==> src/rtl/lii_rx_unpack.sv <==
`timescale 1ns/1ps
// -----------------------------------------------------------------------------
// lii_rx_unpack
//
// Receive end of the LII phy link. Accepts PW-bit packed beats, filters them on
// destination id, and feeds each accepted beat to the HLS kernel input stream
// as PW/DW narrower words, lowest lane first. Misaddressed beats are discarded
// and counted in a saturating 16-bit counter. The kernel clock enable pulses
// only on cycles where a lane actually transfers.
//
// Ports
//   aclk, arstn          clock, asynchronous active-low reset
//   lii_in_p0_tdata      packed beat, lane 0 in bits [DW-1:0]
//   lii_in_p0_tvalid     beat valid
//   lii_in_p0_tready     beat accepted when tvalid & tready
//   lii_in_p0_src/dst    source / destination id of the beat
//   in_stream_tdata      current lane presented to the kernel
//   in_stream_tvalid     lane valid
//   in_stream_tready     kernel accepts lane
//   in_stream_src        src id of the beat currently being unpacked
//   drop_cnt             saturating count of discarded beats
//   ce                   kernel clock enable (lane transfer)
// -----------------------------------------------------------------------------
module lii_rx_unpack #(
  parameter int unsigned PW        = 64,
  parameter int unsigned DW        = 32,
  parameter logic [7:0]  LOCAL_ID  = 8'h00,
  parameter bit          CHECK_DST = 1'b1
) (
  input  logic          aclk,
  input  logic          arstn,
  input  logic [PW-1:0] lii_in_p0_tdata,
  input  logic          lii_in_p0_tvalid,
  output logic          lii_in_p0_tready,
  input  logic [7:0]    lii_in_p0_src,
  input  logic [7:0]    lii_in_p0_dst,
  output logic [DW-1:0] in_stream_tdata,
  output logic          in_stream_tvalid,
  input  logic          in_stream_tready,
  output logic [7:0]    in_stream_src,
  output logic [15:0]   drop_cnt,
  output logic          ce
);

  localparam int unsigned    LANES    = PW / DW;
  localparam int unsigned    IDX_W    = (LANES > 1) ? $clog2(LANES) : 1;
  localparam logic [IDX_W-1:0] LAST_IDX = IDX_W'(LANES - 1);

  typedef enum logic {
    IDLE,
    DRAIN
  } state_e;

  state_e            state_q, state_d;
  logic [PW-1:0]     hold_data_q, hold_data_d;
  logic [IDX_W-1:0]  lane_idx_q, lane_idx_d;
  logic [7:0]        src_q, src_d;
  logic [15:0]       drop_cnt_q, drop_cnt_d;

  logic              last_take;
  logic              accept;
  logic              match;

  // Split the holding register into lane words so the output mux is a plain
  // array index rather than a variable-width part select.
  logic [DW-1:0] lane_words [LANES];

  for (genvar g = 0; g < LANES; g++) begin : g_lane
    assign lane_words[g] = hold_data_q[g*DW +: DW];
  end

  assign in_stream_tvalid = (state_q == DRAIN);
  assign in_stream_tdata  = lane_words[lane_idx_q];
  assign in_stream_src    = src_q;
  assign drop_cnt         = drop_cnt_q;
  assign ce               = in_stream_tvalid & in_stream_tready;

  // Upstream ready looks through to the kernel's ready on the final lane so a
  // new beat can load in the same cycle the last lane leaves: zero bubbles.
  always_comb begin
    last_take        = (state_q == DRAIN) && in_stream_tready && (lane_idx_q == LAST_IDX);
    lii_in_p0_tready = (state_q == IDLE) || last_take;
    accept           = lii_in_p0_tvalid && lii_in_p0_tready;
    match            = (CHECK_DST == 1'b0) || (lii_in_p0_dst == LOCAL_ID);
  end

  // Next-state logic. A load in the same cycle as last_take overrides the
  // lane wrap / return to IDLE, so the new beat starts on lane 0 immediately.
  always_comb begin
    state_d     = state_q;
    hold_data_d = hold_data_q;
    lane_idx_d  = lane_idx_q;
    src_d       = src_q;
    drop_cnt_d  = drop_cnt_q;

    if ((state_q == DRAIN) && in_stream_tready) begin
      if (last_take) begin
        lane_idx_d = '0;
        state_d    = IDLE;
      end else begin
        lane_idx_d = lane_idx_q + IDX_W'(1);
      end
    end

    if (accept) begin
      if (match) begin
        hold_data_d = lii_in_p0_tdata;
        src_d       = lii_in_p0_src;
        lane_idx_d  = '0;
        state_d     = DRAIN;
      end else if (drop_cnt_q != 16'hFFFF) begin
        drop_cnt_d = drop_cnt_q + 16'd1;
      end
    end
  end

  always_ff @(posedge aclk or negedge arstn) begin
    if (!arstn) begin
      state_q     <= IDLE;
      hold_data_q <= '0;
      lane_idx_q  <= '0;
      src_q       <= '0;
      drop_cnt_q  <= '0;
    end else begin
      state_q     <= state_d;
      hold_data_q <= hold_data_d;
      lane_idx_q  <= lane_idx_d;
      src_q       <= src_d;
      drop_cnt_q  <= drop_cnt_d;
    end
  end

endmodule

==> config.mk <==
export PLATFORM = sky130hd
export DESIGN_NAME = lii_rx_unpack
export DESIGN_NICKNAME = d
export VERILOG_FILES = /design/src/rtl/lii_rx_unpack.sv
export SDC_FILE = /design/constraint.sdc
export NUM_CORES = 1
export LEC_CHECK = 0
export ABC_AREA = 1
export BUFFER_PORTS_ARGS = -buffer_cell sky130_fd_sc_hd__buf_4
export CAP_MARGIN = 10
export CORE_MARGIN = 3
export CORE_UTILIZATION = 40
export CTS_CLUSTER_DIAMETER = 200
export DETAILED_ROUTE_END_ITERATION = 6
export GPL_ROUTABILITY_DRIVEN = 0
export GPL_TIMING_DRIVEN = 0
export PLACE_DENSITY = 0.66
export RECOVER_POWER = 100
export SETUP_SLACK_MARGIN = 0.05
export SLEW_MARGIN = 25
export SYNTH_ARGS = -nofsm -noshare
export SYNTH_HDL_FRONTEND = slang
export SYNTH_SLANG_ARGS = --single-unit
==> constraint.sdc <==
create_clock -name aclk -period 3.7 [get_ports aclk]
set_clock_uncertainty 0.1 [all_clocks]
set_input_delay 0.74 -clock aclk [delete_from_list [all_inputs] [get_ports aclk]]
set_output_delay 0.74 -clock aclk [all_outputs]
set_load 0.02 [all_outputs]
==> flow_summary.toml, run 1 <==
[outcome]
status = "finished, violations left"
violations = "max-capacitance violations, max-slew violations"

[timing]
hold_violations = 0
setup_viol = 0
worstMarginPinSlew_ns = 2.282
min_period_over_period_pct = 77.38
slew_headroom_pct = -52.11
min_period_ns = 2.863
finalMaxSlewViolations = 91
rsz0062_at_grt = "false"
setup_tns_ns = 0
timing.fmax_ghz = 0.3493
fin_hold_ws_ns = 0.3733

[detailed_routing]
wirelength_mm = 11.48
drc = 0
avgViaCountPerCell = 4.781
firstDrtPassIters = 4
num_vias = 4026
ant_nets = 0
routedWlPerCell_microns = 13.63
first_iter_violations = 224

[synthesis]
syn_inst = 548
ys_seq_elements = 90
synth_area_sq_mm = 0.004282
ys_warn_count = 0
synth-seq-area-share_pct = 52.60
syn_nets = 634
synth.avg_cell_area_sq_um = 7.813
synth_cell_types = 25

[floorplanning]
die_h_microns = 109.5
initial_core_util_pct = 41.29
num_rows = 37
core_sq_mm = 0.01037
ios = 143
die_width_microns = 109.5
die-area_sq_mm = 0.01198

[worst_setup_path]
worst_path_max_delay_cell = "clkbuf_1"
startpoint = "lane_idx_q$_DFF_PN0_"
crit_top_cell = "clkbuf_1"
crit_fanout = 10
cp_cell_sequence = "clkbuf_1 -> clkbuf_1 -> nand2_1 -> o21ai_0 -> clkbuf_1"
endpoint_kind = "output port"
critPathMaxStageDelay_ns = 0.41
r2r_start = "in_stream_tvalid$_DFF_PN0_"
rr_worst_depth = 12
cp.arrival_ns = 2.02
startpoint_type = "flip-flop"
critPathKind = "reg2out"
worstPathRequired_ns = 2.86

[pwr]
p_leak_nw = 2.842
power.density_mw_per_mm2 = 520.1
ir_drop_mv = 0.3196
total_power_mw = 2.877

[grt]
grt_max_degree = 91
first_global_vias = 3959
track_usage_pct = 20.15
antenna_found_initial = 0
grt_remaining_overflow = 0
grt_pass1_wl_mm = 18.95

[hold_path]
hp-class = "reg2reg"
worstHoldStart = "hold_data_q[62]$_DFFE_PN0P_"
holdPathStages = 2

[clock_tree]
worstSkewPairLatency_ns = 0.36
numCtsBuffers = 9
clock_path_buffers = 2
postCtsSetupRepairBufs = 0
cts_hold_buffers = 0
root_buffer = "clkbuf_8"
cts_htree_levels = 3
clkTransAtPathRegs_ns = 0.08
cts_sinks = 90
tritoncts = "yes"
cts-resized-gates = 0

[cells_and_area]
fin_nets = 787
post-route-cell-area_sq_mm = 0.005532
diodes = 0
fin_util_pct = 53.34
syn2layout_area_growth_pct = 29.19
drive_gt1_share_pct = 15.86

[place]
io_buffers = 142
place_area_sq_mm = 0.005522
dpl.hpwl_mm = 8.497

[run]
cap_violations = 1
Yosys cell counts:
master	n	share of area, %
buf_4	1	0.18
inv_2	1	0.088
a21boi_0	1	0.18
a21oi_1	23	2.7
nand3_1	46	5.4
ha_1	2	0.58
nand2_1	194	17
clkinv_1	1	0.088
o21ai_4	1	0.38
nor2_2	1	0.15
nand4_1	5	0.73
a21oi_2	9	1.8
nor2_4	1	0.26
o21ai_0	35	4.1
xnor2_1	4	0.82
buf_6	3	0.79
xor2_1	3	0.61
nand2_2	2	0.29
dfrtp_1	90	53
buf_2	4	0.47
clkbuf_1	20	1.8
o21ai_1	1	0.12
nor2_1	56	4.9
nand3_2	1	0.23
inv_1	43	3.8
routing by layer:
| layer | vias up | global-route usage [%] | wire (microns) |
|---|---|---|---|
| met5 | - | 0 | 0 |
| met2 | 117 | 31.34 | 5348 |
| met1 | 1876 | 28.87 | 5158 |
| met4 | 0 | 7.035 | 176 |
| met3 | 12 | 2.819 | 796 |
| li1 | 2021 | - | - |
sequential cells by signal (all words and copies together), names as in the netlist:
| register | count |
|---|---|
| in_stream_src | 8 |
| hold_data_q | 64 |
| in_stream_tvalid | 1 |
| lane_idx_q | 1 |
| drop_cnt | 16 |
path summary, 6_finish.rpt:
kind,slack [ns],end
max,0.84,in_stream_tdata[1]
min,0.37,hold_data_q[62]$_DFFE_PN0P_
max reg2reg,1.02,hold_data_q[32]$_DFFE_PN0P_
min reg2reg,0.37,hold_data_q[62]$_DFFE_PN0P_
max in group asynchronous,1.21,drop_cnt[14]$_DFFE_PN0P_
min in group asynchronous,0.94,hold_data_q[24]$_DFFE_PN0P_
final cells by class:
cell class	count	area, sq um
buffer	28	112.6
clock buffer	11	141.4
clock inverter	5	125.1
fill	1063	4838
inverter	45	168.9
multi-input combinational	385	1719
sequential	90	2252
tap	136	170.2
timing repair buffer	142	842.1
per-stage QoR:
stage          setup slack, ns  std cells
2_1_floorplan            1.434        548
3_3_place_gp             1.273        826
3_5_place_dp             1.250        826
4_1_cts                 0.8363        842
5_1_grt                 0.6069        842
6_report                0.8369        842
logic make-up after synthesis:
kind of cell | synth area share [%]
adder cells (fa/ha/maj) | 0.5844
XOR/XNOR | 1.432
AO/OA/AOI/OAI | 9.293
flip-flops | 52.60
buffers and inverters | 7.130
AND/OR/NAND/NOR | 28.96
placed cells by master, fill, tap and decap left out, drive strengths merged:
master / count
a21boi: 1
a21oi: 32
buf: 82
bufinv: 4
clkbuf: 99
clkinv: 2
dfrtp: 90
ha: 2
inv: 44
nand2: 196
nand3: 47
nand4: 5
nor2: 58
o21ai: 37
xnor2: 4
xor2: 3
critical path, delay by kind of cell (launching register included):
| kind | cells | cell delay (ns) |
|---|---|---|
| buffers and inverters | 3 | 1.03 |
| DFF | 1 | 0.37 |
| AOI/OAI and AO/OA | 1 | 0.14 |
| and+or+nand+nor | 1 | 0.12 |
report_power, final:
group,switching (mW),internal [mW],total (mW),leakage (nW)
sequential,0.0580,1.05,1.11,1.08
combinational,0.638,0.254,0.893,1.62
clock,0.343,0.535,0.878,0.134
No activity file was read; power rests on OpenSTA's default activity.
==> run 2, diff against run 1 <==
clock period = 2.95 ns   (was 3.7 ns; I/O delays follow)
==> run 2 against run 1 <==
  * The flow still finishes with violations (max-capacitance violations, max-slew violations)
  * Power grew 26%
  * Critical path depth is the same
  * Sequential cell count is the same
  * Combinational power grew 25%
  * Worst hold slack lost 0.025 ns
  * Non-clock buffer count is the same
  * Count of clock-buffer cells in the layout is the same
  * Register-to-register slack lost 0.57 ns
  * First-iteration DRC count shrank 5.4%
  * Sequential power grew 25%
  * Cell count is the same
  * Critical path type unchanged
  * Critical endpoint is now in_stream_tdata[29]
  * Highest routed layer unchanged
==> flow_summary.toml, run 2 (synthesized netlist as in run 1, its figures left out) <==
[grt]
track_usage_pct = 20.15
grt_remaining_overflow = 0
first_global_vias = 3959
grt_pass1_wl_mm = 18.95
antenna_found_initial = 0
grt_max_degree = 91

[floorplanning]
die_h_microns = 109.5
die_width_microns = 109.5
ios = 143
initial_core_util_pct = 41.29
core_sq_mm = 0.01037
die-area_sq_mm = 0.01198
num_rows = 37

[pwr]
total_power_mw = 3.619
ir_drop_mv = 0.4020
power.density_mw_per_mm2 = 657.0
p_sw_mw = 1.313
p_seq_share_pct = 38.3
comb_power_share_pct = 31.0
p_int_mw = 2.305
p_clk_share_pct = 30.7
p_leak_nw = 2.839
switching_share_pct = 36.29

[place]
place_area_sq_mm = 0.005522
dpl.hpwl_mm = 8.497
dp_slack_ns = 0.6503
io_buffers = 142

[timing]
min_period_over_period_pct = 91.21
setup_tns_ns = 0
min_period_ns = 2.691
setup_viol = 0
rsz0062_at_grt = "false"
worstMarginPinSlew_ns = 2.293
setup_ws_ns = 0.2594
hold_violations = 0
timing.fmax_ghz = 0.3717
finalMaxSlewViolations = 91
slew_headroom_pct = -52.90
fin_hold_ws_ns = 0.3480

[cells_and_area]
multi_input_area_sq_mm = 0.001693
diodes = 0
regMostFlops = "hold_data_q"
final_cell_mix = "nand2_1, dfrtp_1, clkbuf_1, buf_4, nor2_1"
layout_commonest_cell = "nand2_1"
ff_latch_area_sq_mm = 0.002252
syn2layout_area_growth_pct = 28.64
post-route-cell-area_sq_mm = 0.005508
largest_reg_flops = 64
drive_gt1_share_pct = 15.16
fin_nets = 787
num-fill-cells = 1073

[outcome]
violations = "max-capacitance violations, max-slew violations"
status = "finished, violations left"

[worst_setup_path]
endpoint_kind = "output port"
worstPathRequired_ns = 2.26
cp.arrival_ns = 2.00
critPathKind = "reg2out"
crit_fanout = 10
startpoint_type = "flip-flop"

[detailed_routing]
first_iter_violations = 212
firstDrtPassIters = 4
drc = 0
num_vias = 4040
ant_nets = 0
wirelength_mm = 11.54
avgViaCountPerCell = 4.798
routedWlPerCell_microns = 13.71

[clock_tree]
postCtsSetupRepairBufs = 0
clkTransAtPathRegs_ns = 0.09
cts_hold_buffers = 0
root_buffer = "clkbuf_8"
cts_htree_levels = 3
cts_sinks = 90
cts-resized-gates = 0
tritoncts = "yes"
clock_path_buffers = 2
numCtsBuffers = 9
worstSkewPairLatency_ns = 0.36

[run]
cap_violations = 1

[hold_path]
hp-class = "in2reg"
-- run 2: power groups by stage --
| stage | Sequential (mW) | Clock (mW) | Combinational (mW) |
|---|---|---|---|
| final | 1.39 | 1.11 | 1.12 |
| after global routing | 1.40 | 1.19 | 1.24 |
| after CTS | 1.39 | 1.13 | 1.36 |
| after detailed placement | 1.41 | 0 | 1.36 |
| after global placement | 1.41 | 0 | 1.35 |
| after floorplan | 1.44 | 0 | 0.670 |
-- run 2: layer usage --
| metal | vias up | global-route usage, % | routed length (microns) |
|---|---|---|---|
| met5 | - | 0 | 0 |
| met4 | 0 | 7.035 | 175 |
| met3 | 12 | 2.819 | 766 |
| met2 | 122 | 31.34 | 5352 |
| met1 | 1887 | 28.87 | 5248 |
| li1 | 2019 | - | - |
-- run 2: final timing paths --
check	end	depth (start not counted)	start	slack [ns]
max	in_stream_tdata[29]	5	lane_idx_q$_DFF_PN0_	0.26
min	hold_data_q[45]$_DFFE_PN0P_	3	lii_in_p0_tdata[45]	0.35
max reg2reg	in_stream_src[5]$_DFFE_PN0P_	12	in_stream_tvalid$_DFF_PN0_	0.45
min reg2reg	hold_data_q[62]$_DFFE_PN0P_	2	hold_data_q[62]$_DFFE_PN0P_	0.37
max in group asynchronous	drop_cnt[0]$_DFFE_PN0P_	1	arstn	0.60
min in group asynchronous	hold_data_q[23]$_DFFE_PN0P_	1	arstn	0.78
-- run 2: critical path, cell delays in order, from the launching register on --
cell and delay (ns):
dfrtp_1 0.36, clkbuf_1 0.36, clkbuf_1 0.41, nand2_1 0.09
o21ai_0 0.15, clkbuf_1 0.27
-- run 2: area by class of cell --
cell class | count | share of cell area, %
Buffer | 28 | 2.067
Clock buffer | 11 | 2.567
Clock inverter | 5 | 2.272
Inverter | 45 | 3.067
Multi-Input combinational cell | 385 | 30.74
Sequential cell | 90 | 40.89
Tap cell | 136 | 3.090
Timing Repair Buffer | 142 | 15.31
-- run 2: per-stage QoR --
| step | instances | util (%) |
|---|---|---|
| final | 842 | 53.11 |
| after global routing | 842 | 53.11 |
| after CTS | 842 | 55.82 |
| after detailed placement | 826 | 53.25 |
| after global placement | 826 | 53.21 |
| after floorplan | 548 | - |
==> run 3, diff against run 2 <==
CORE_UTILIZATION = 47   (was 40)
PLACE_DENSITY = 0.75   (was 0.66)
clock period = 2.5 ns   (was 2.95 ns; I/O delays follow)
==> run 3 against run 2 <==
  * The run still ends with max-capacitance violations, max-slew violations left
  * Via count is 1.8% higher
  * Worst hold slack worse by 0.091 ns
  * Sequential cell count is the same
  * Die area fell by 14%
  * Power grew 15%
  * Sequential power up 17%
  * Critical path depth is 1 lower
  * Final area grew 0.11%
  * Count of clock-buffer cells in the layout stayed put
  * Register-to-register slack got worse by 0.23 ns
  * Global-route usage grew 1.9 points
  * Non-clock buffer count unchanged
==> flow_summary.toml, run 3 (synthesized netlist as in run 1, its figures left out) <==
[outcome]
status = "finished, violations left"
violations = "max-capacitance violations, max-slew violations"

[pwr]
p_int_mw = 2.600
ir_drop_mv = 0.4276
total_power_mw = 4.156
power.density_mw_per_mm2 = 753.7
switching_share_pct = 37.45
comb_power_share_pct = 33.4
p_sw_mw = 1.556
p_clk_share_pct = 27.3
p_leak_nw = 2.894
p_seq_share_pct = 39.3

[cells_and_area]
layout_commonest_cell = "nand2_1"
diodes = 0
regMostFlops = "hold_data_q"
fin_nets = 787
post-route-cell-area_sq_mm = 0.005514
final_cells = 814
syn2layout_area_growth_pct = 28.78
final_cell_mix = "nand2_1, buf_4, dfrtp_1, clkbuf_1, nor2_1"
fin_util_pct = 62.62
largest_reg_flops = 64
drive_gt1_share_pct = 19.41

[grt]
grt_remaining_overflow = 0
grt_pass1_wl_mm = 18.08
grt_max_degree = 91
first_global_vias = 3954
antenna_found_initial = 0
track_usage_pct = 22.07

[hold_path]
worstHoldStart = "lii_in_p0_src[2]"
holdPathStages = 3
hp-class = "in2reg"
whs_endpoint = "in_stream_src[2]$_DFFE_PN0P_"

[worst_setup_path]
critPathMaxStageDelay_ns = 0.37
rr_endpoint = "drop_cnt[6]$_DFFE_PN0P_"
cp.buffers_inverters = 3
r2r_start = "in_stream_tvalid$_DFF_PN0_"
crit_top_cell = "clkbuf_2"
critPathKind = "reg2out"
cp.arrival_ns = 1.72
cp_cell_sequence = "clkbuf_2 -> clkbuf_1 -> o21ai_0 -> clkbuf_2"
crit_fanout = 10
crit_family = "buffers and inverters"
startpoint_type = "flip-flop"
endpoint_kind = "output port"
rrSetupSlack_ns = 0.22
worstPathRequired_ns = 1.90
rr_worst_depth = 12
worst_path_max_delay_cell = "clkbuf_1"

[detailed_routing]
drc = 0
wirelength_mm = 11.22
ant_nets = 0
num_vias = 4114
first_iter_violations = 150
routedWlPerCell_microns = 13.78
avgViaCountPerCell = 5.054
firstDrtPassIters = 4

[clock_tree]
cts_sinks = 90
tritoncts = "yes"
postCtsSetupRepairBufs = 0
root_buffer = "clkbuf_8"
numCtsBuffers = 9
clock_path_buffers = 2
worstSkewPairLatency_ns = 0.36
clkTransAtPathRegs_ns = 0.09
cts_htree_levels = 3

[run]
cap_violations = 1

[floorplanning]
die-area_sq_mm = 0.01029
num_rows = 34
initial_core_util_pct = 48.62
core_sq_mm = 0.008806
die_width_microns = 101.4
die_h_microns = 101.4
ios = 143

[place]
dpl.cell_count = 798
dpl.hpwl_mm = 8.284
place_area_sq_mm = 0.005487
io_buffers = 142

[timing]
min_period_ns = 2.321
hold_violations = 0
finalMaxSlewViolations = 91
setup_tns_ns = 0
min_period_over_period_pct = 92.86
rsz0062_at_grt = "false"
worstMarginPinSlew_ns = 1.971
setup_viol = 0
timing.fmax_ghz = 0.4308
slew_headroom_pct = -31.39
## run 3: cell count changes in the layout (fill, tap and decap cells not counted), moves of 2 or more
cell / before / now
clkbuf_2: 3 / 14
clkbuf_1: 85 / 62
buf_4: 82 / 90
buf_2: 0 / 3
bufinv_16: 4 / 2
a21oi_1: 30 / 23
a21oi_2: 2 / 9
inv_6: 0 / 2
## run 3: stage by stage
step | hold WS, ns | worst slack, ns
finish | 0.2574 | 0.1786
global route | 0.2535 | 0.03983
CTS | 0.1395 | 0.06663
detailed placement | 0.3587 | 0.2374
global placement | 0.3560 | 0.2734
floorplan | 0.1044 | 0.4690
## run 3: repair_timing
| action | in CTS | in global routing |
|---|---|---|
| hold buffers | 0 | 0 |
| resized for setup | 4 | 4 |
| endpoints found under the setup margin | 18 | 32 |
| pin swaps | 0 | 0 |
## run 3: how the worst max path moves through the flow
stage	startpoint	end	slack, ns	cells after the start
global placement	in_stream_tready	hold_data_q[23]$_DFFE_PN0P_	0.27	12
global route	lane_idx_q$_DFF_PN0_	in_stream_tdata[6]	0.04	4
CTS	lane_idx_q$_DFF_PN0_	in_stream_tdata[19]	0.07	4
detailed placement	in_stream_tready	hold_data_q[19]$_DFFE_PN0P_	0.24	12
finish	lane_idx_q$_DFF_PN0_	in_stream_tdata[28]	0.18	4
floorplan	in_stream_tvalid$_DFF_PN0_	in_stream_src[0]$_DFFE_PN0P_	0.47	12
## run 3: metal layers
layer,GRT usage [%],wire length [microns],vias up
met5,0,0,-
met4,7.464,226,0
met3,4.132,692,20
met2,36.47,5427,137
met1,29.29,4874,1925
li1,-,-,2032
## run 3: worst reg2reg max path: stages (launching register included)
cell and delay [ns]:
dfrtp_1 0.41, nand2_1 0.09, inv_1 0.09, ha_1 0.15, inv_1 0.05, nand2_1 0.11, nand2_1 0.08, inv_1 0.20
o21ai_0 0.13, nor2_1 0.36, clkbuf_2 0.31, nand2_1 0.09, nand2_1 0.07
## run 3: final cells by class
class | instances | area (sq um)
sequential | 90 | 2252
clock inverter | 5 | 85.08
multi-input combinational | 385 | 1719
fill | 824 | 3292
tap | 108 | 135.1
buffer | 28 | 133.9
inverter | 45 | 168.9
timing repair buffer | 142 | 878.3
clock buffer | 11 | 141.4
## run 3: power groups by stage
stage / combinational, mW / sequential, mW / clock [mW]
2_1_floorplan: 0.790 / 1.70 / 0
3_3_place_gp: 1.57 / 1.66 / 0
3_5_place_dp: 1.59 / 1.66 / 0
4_1_cts: 1.60 / 1.63 / 1.15
5_1_grt: 1.50 / 1.65 / 1.21
6_report: 1.39 / 1.63 / 1.13
